$ cat src/rtl/wb_pkg.sv
// Shared types and constants for the Wishbone command master and its neighbours on the fabric.
// Address bits [SLV_SEL_MSB:SLV_SEL_LSB] choose the slave in the interconnect decoder.
package wb_pkg;

    typedef enum logic [1:0] {
        IDLE = 2'd0,
        BUS  = 2'd1,
        RESP = 2'd2
    } wb_state_e;

    localparam int WB_ADDR_W   = 32;
    localparam int WB_DATA_W   = 32;
    localparam int SLV_SEL_LSB = 8;
    localparam int SLV_SEL_MSB = 15;
    localparam int TMO_CNT_W   = 16;

    localparam logic [31:0] WB_ERR_DATA = 32'hDEAD_BEEF;

endpackage

$ cat src/rtl/wb_cmd_master.sv
// Wishbone classic single-cycle initiator: one command in, one bus cycle, one response out.
// Latency: response valid 2 cycles after command accept at minimum (ack in first stb cycle).
// Backpressure: one outstanding transaction; o_cmd_ready is low from accept until the response
// handshake. Optional bus timeout under macro WB_CMD_TIMEOUT_EN.
module wb_cmd_master
    import wb_pkg::*;
#(
    parameter int                ADDR_W         = WB_ADDR_W,
    parameter int                DATA_W         = WB_DATA_W,
    parameter int                TIMEOUT_CYCLES = 256,
    parameter logic [DATA_W-1:0] ERR_DATA       = DATA_W'(WB_ERR_DATA)
) (
    input  logic              clk,
    input  logic              rst,
    input  logic              i_cmd_valid,
    output logic              o_cmd_ready,
    input  logic              i_cmd_we,
    input  logic [ADDR_W-1:0] i_cmd_addr,
    input  logic [DATA_W-1:0] i_cmd_data,
    output logic              o_rsp_valid,
    input  logic              i_rsp_ready,
    output logic [DATA_W-1:0] o_rsp_data,
    output logic              o_rsp_err,
    output logic              o_wbm_cyc,
    output logic              o_wbm_stb,
    output logic              o_wbm_we,
    output logic [ADDR_W-1:0] o_wbm_addr,
    output logic [DATA_W-1:0] o_wbm_data,
    input  logic [DATA_W-1:0] i_wbm_data,
    input  logic              i_wbm_ack
);

    wb_state_e         state_q, state_d;
    logic              cmd_ready_q, cmd_ready_d;
    logic              rsp_valid_q, rsp_valid_d;
    logic [DATA_W-1:0] rsp_data_q, rsp_data_d;
    logic              wbm_cyc_q, wbm_cyc_d;
    logic              wbm_we_q, wbm_we_d;
    logic [ADDR_W-1:0] wbm_addr_q, wbm_addr_d;
    logic [DATA_W-1:0] wbm_data_q, wbm_data_d;

`ifdef WB_CMD_TIMEOUT_EN
    localparam logic [TMO_CNT_W-1:0] TMO_LAST = TMO_CNT_W'(TIMEOUT_CYCLES - 1);

    logic                 rsp_err_q, rsp_err_d;
    logic [TMO_CNT_W-1:0] tmo_cnt_q, tmo_cnt_d;
`else
    logic unused_tmo_params;
    assign unused_tmo_params = ^{ERR_DATA, 32'(TIMEOUT_CYCLES)};
`endif

    always_comb begin
        state_d     = state_q;
        cmd_ready_d = cmd_ready_q;
        rsp_valid_d = rsp_valid_q;
        rsp_data_d  = rsp_data_q;
        wbm_cyc_d   = wbm_cyc_q;
        wbm_we_d    = wbm_we_q;
        wbm_addr_d  = wbm_addr_q;
        wbm_data_d  = wbm_data_q;
`ifdef WB_CMD_TIMEOUT_EN
        rsp_err_d   = rsp_err_q;
        tmo_cnt_d   = tmo_cnt_q;
`endif
        case (state_q)
            IDLE: begin
                if (i_cmd_valid) begin
                    wbm_we_d    = i_cmd_we;
                    wbm_addr_d  = i_cmd_addr;
                    wbm_data_d  = i_cmd_data;
                    wbm_cyc_d   = 1'b1;
                    cmd_ready_d = 1'b0;
                    state_d     = BUS;
`ifdef WB_CMD_TIMEOUT_EN
                    tmo_cnt_d   = '0;
`endif
                end
            end
            BUS: begin
                // Ack takes priority over an expiry on the same edge.
                if (i_wbm_ack) begin
                    rsp_data_d  = wbm_we_q ? '0 : i_wbm_data;
                    wbm_cyc_d   = 1'b0;
                    rsp_valid_d = 1'b1;
                    state_d     = RESP;
`ifdef WB_CMD_TIMEOUT_EN
                    rsp_err_d   = 1'b0;
                end else if (tmo_cnt_q == TMO_LAST) begin
                    rsp_data_d  = ERR_DATA;
                    rsp_err_d   = 1'b1;
                    wbm_cyc_d   = 1'b0;
                    rsp_valid_d = 1'b1;
                    state_d     = RESP;
                end else if (tmo_cnt_q != '1) begin
                    tmo_cnt_d   = tmo_cnt_q + 1'b1;
`endif
                end
            end
            RESP: begin
                if (i_rsp_ready) begin
                    rsp_valid_d = 1'b0;
                    cmd_ready_d = 1'b1;
                    state_d     = IDLE;
                end
            end
            default: state_d = IDLE;
        endcase
    end

    always_ff @(posedge clk) begin
        if (rst) begin
            state_q     <= IDLE;
            cmd_ready_q <= 1'b1;
            rsp_valid_q <= 1'b0;
            rsp_data_q  <= '0;
            wbm_cyc_q   <= 1'b0;
            wbm_we_q    <= 1'b0;
            wbm_addr_q  <= '0;
            wbm_data_q  <= '0;
`ifdef WB_CMD_TIMEOUT_EN
            rsp_err_q   <= 1'b0;
            tmo_cnt_q   <= '0;
`endif
        end else begin
            state_q     <= state_d;
            cmd_ready_q <= cmd_ready_d;
            rsp_valid_q <= rsp_valid_d;
            rsp_data_q  <= rsp_data_d;
            wbm_cyc_q   <= wbm_cyc_d;
            wbm_we_q    <= wbm_we_d;
            wbm_addr_q  <= wbm_addr_d;
            wbm_data_q  <= wbm_data_d;
`ifdef WB_CMD_TIMEOUT_EN
            rsp_err_q   <= rsp_err_d;
            tmo_cnt_q   <= tmo_cnt_d;
`endif
        end
    end

    assign o_cmd_ready = cmd_ready_q;
    assign o_rsp_valid = rsp_valid_q;
    assign o_rsp_data  = rsp_data_q;
    assign o_wbm_cyc   = wbm_cyc_q;
    assign o_wbm_stb   = wbm_cyc_q;
    assign o_wbm_we    = wbm_we_q;
    assign o_wbm_addr  = wbm_addr_q;
    assign o_wbm_data  = wbm_data_q;
`ifdef WB_CMD_TIMEOUT_EN
    assign o_rsp_err   = rsp_err_q;
`else
    assign o_rsp_err   = 1'b0;
`endif

endmodule

$ cat config.mk
export PLATFORM = sky130hd
export DESIGN_NAME = wb_cmd_master
export DESIGN_NICKNAME = d
export VERILOG_FILES = /design/src/rtl/wb_pkg.sv /design/src/rtl/wb_cmd_master.sv
export SDC_FILE = /design/constraint.sdc
export NUM_CORES = 1
export LEC_CHECK = 0
export ABC_CLOCK_PERIOD_IN_PS = 1900
export BUFFER_PORTS_ARGS = -buffer_cell sky130_fd_sc_hd__buf_2
export CAP_MARGIN = 10
export CORE_ASPECT_RATIO = 1.4
export CORE_MARGIN = 1.5
export CORE_UTILIZATION = 48
export CTS_CLUSTER_SIZE = 40
export DETAILED_ROUTE_END_ITERATION = 16
export HOLD_SLACK_MARGIN = 0.12
export PLACE_DENSITY = 0.95
export SYNTH_ARGS = -nofsm -noshare
export SYNTH_HDL_FRONTEND = slang
export SYNTH_SLANG_ARGS = --single-unit
$ cat constraint.sdc
create_clock -name clk -period 1.9 [get_ports clk]
set_input_delay 0.285 -clock clk [delete_from_list [all_inputs] [get_ports clk]]
set_output_delay 0.285 -clock clk [all_outputs]
set_load 0.03 [all_outputs]
==> results.cfg <==
[cells_and_area]
antennaDiodeCount = 0
layout.nets = 737
seq_area_um2 = 2040
layout.cells.non_filler = 737
finalInstanceArea_um2 = 4920
drive_above_1_share = 0.355
areaGrowthSynthToFinish_pct = 31.9
multi_input_area_um2 = 1470
post-route-util = 0.660
fill_cells = 602

[global_route]
grt_pass1_vias = 3688
antenna_found_initial = 0
grt_pass1_wl_um = 15500
grt_max_degree = 67
grt_use_total = 0.232
overflow = 0

[route]
drc = 0
wl_um = 9580
vias_per_cell = 5.07
post_drt_wl_per_cell_um = 13.0
drt_iter0_markers = 181
num_vias = 3733
first_pass_iters = 4
antenna_left = 0

[sta]
clock_skew_ps = 6.63
hold_viol_final = 0
slew_viol_final = 0
tns_ps = 0
max_freq_ghz = 0.623
relSlewSlack = 0.590
period_minus_slack_ps = 1610
worstMarginPinSlew_ps = 615
fin_crit_sh = 0.845
grt_setup_unrepaired = false
setup_viol = 0

[clocking]
clkTransAtPathRegs_ps = 90
cts_setup_buffers = 0
ctsHoldBuffers = 0
clock_latency_ps = 360
clk_path_buf_depth = 2
cts_tree = done
cts-root-buf = clkbuf_8
cts_resized = 0
cts_inserted_buffers = 9
cts.htree.levels = 3
cts_sinks = 102

[setup_path]
crit_fanout = 65
r2r_slack_ps = 290
start_kind = flip-flop
cp.required_ps = 2190
critical_path.endpoint = o_wbm_addr[21]
reg2reg_from = state_q[0]
crit_arrival_ps = 1890
worstSetupStartpoint = state_q[0]
worst-setup-path-type = reg2reg
r2r_end = o_wbm_addr[21]
endpoint_kind = flip-flop
ff2ff_path_depth = 4

[synthesis]
yosys_warnings = 0
yosysTopAreaCell = dfxtp_1
synth.net_count = 554
synth_cells = 452
yosysUniqueCellTypes = 17
synth_edf_count = 0
synth-async-reset-ratio = 0
yosys-top-cells-area = dfxtp_1 55%, nand2_1 16%, a21oi_1 13%
synth_top_area_frac = 0.548
synth_seq_cells = 102
syn_avg_cell_area_um2 = 8.25
synth.most_common_cell = nand2_1
netlist_area_um2 = 3730
synthTopCellsByCount = 163 x nand2_1, 102 x dfxtp_1, 100 x a21oi_1
synth-main-ff-cell = dfxtp_1
ys_seq_area_frac = 0.548

[pwr]
finalPower_uw = 4480
p_per_area_nw_per_um2 = 911
p_leak_uw = 0.00230
irDropWorstVdd_mv = 0.790

[job]
maxCapViolCount = 0

[die]
die_y_um = 107
dieArea_um2 = 8310
row_count = 37
io_pins = 204
die_x_um = 77.5
coreArea_um2 = 7450
initial_utilization = 0.500

[placed_design]
dpl.hpwl_um = 6840
placed_cell_area_um2 = 4730
place.gp.congestion = 0.760
dp_cells = 721
port_buffers = 202

[hold_path]
worstHoldStart = i_cmd_addr[27]
hold_path.class = in2reg

[outcome]
status = complete, no violations
## worst max-delay path: stages, from the launching register on
cell	delay (ps)
dfxtp_1	520
or3b_2	180
buf_4	490
nand2_1	130
a21oi_1	200
## sequential cells by signal, indices dropped and copies added (netlist names)
register / flops
o_rsp_valid: 1
o_wbm_addr: 32
o_wbm_data: 32
o_wbm_cyc: 1
o_cmd_ready: 1
o_wbm_we: 1
o_rsp_data: 32
state_q: 2
## how the worst min path moves through the flow
stage,to,slack (ps),cells past startpoint
after floorplan,o_wbm_addr[0],420,2
after global routing,o_wbm_data[30],150,3
final,o_wbm_addr[27],150,3
after global placement,o_rsp_data[21],430,2
after detailed placement,o_rsp_data[23],440,2
after CTS,o_wbm_data[22],140,3
## power by group
| part | switching [uW] | internal, uW |
|---|---|---|
| registers | 70.5 | 2260 |
| logic | 544 | 278 |
| clock network | 722 | 605 |
## through the flow
stage	worst slack (ps)	hold WS [ps]
floorplan	608	421
finish	294	150
global placement	399	435
global route	126	150
CTS	286	137
detailed placement	291	443
## kinds of logic (layout without fill, tap and decap cells)
group                  Yosys count  after routing  share of synthesized area
AND/OR/NAND/NOR                208            208                      0.250
AO/OA/AOI/OAI                  103            103                      0.141
flip-flops                     102            102                      0.548
buffers and inverters           38            226                     0.0611
other                            1              1                    0.00101
## routing by layer
metal	wire length, um	vias up	GRT usage	share of wire
met5	0	-	0	0
met4	237	0	0.118	0.025
met3	668	19	0.0500	0.070
met2	5070	159	0.440	0.53
met1	3600	1725	0.236	0.38
li1	-	1830	-	-
## final cells by class
type / count / share of cell area
Timing Repair Buffer: 210 / 0.223
Sequential cell: 102 / 0.415
Clock buffer: 10 / 0.0260
Clock inverter: 6 / 0.0127
Multi-Input combinational cell: 312 / 0.298
Tap cell: 97 / 0.0247
## layout by cell type, fill, tap and decap left out
master,synthesis,routed
conb_1,1,1
buf_4,6,7
dfxtp_1,102,102
buf_2,8,201
or3b_2,0,1
clkinvlp_4,0,3
bufinv_16,0,1
and3b_1,1,1
a2bb2oi_1,1,1
buf_12,0,2
nand3b_1,33,33
clkinv_2,0,2
clkbuf_1,17,1
a21boi_0,1,1
clkbuf_8,0,9
nand2_1,163,163
a21oi_1,100,100
nor2_1,6,6
nand2b_1,3,3
a22oi_1,1,1
nor3b_4,0,1
Note: power is estimated with default switching activity, not from simulation.
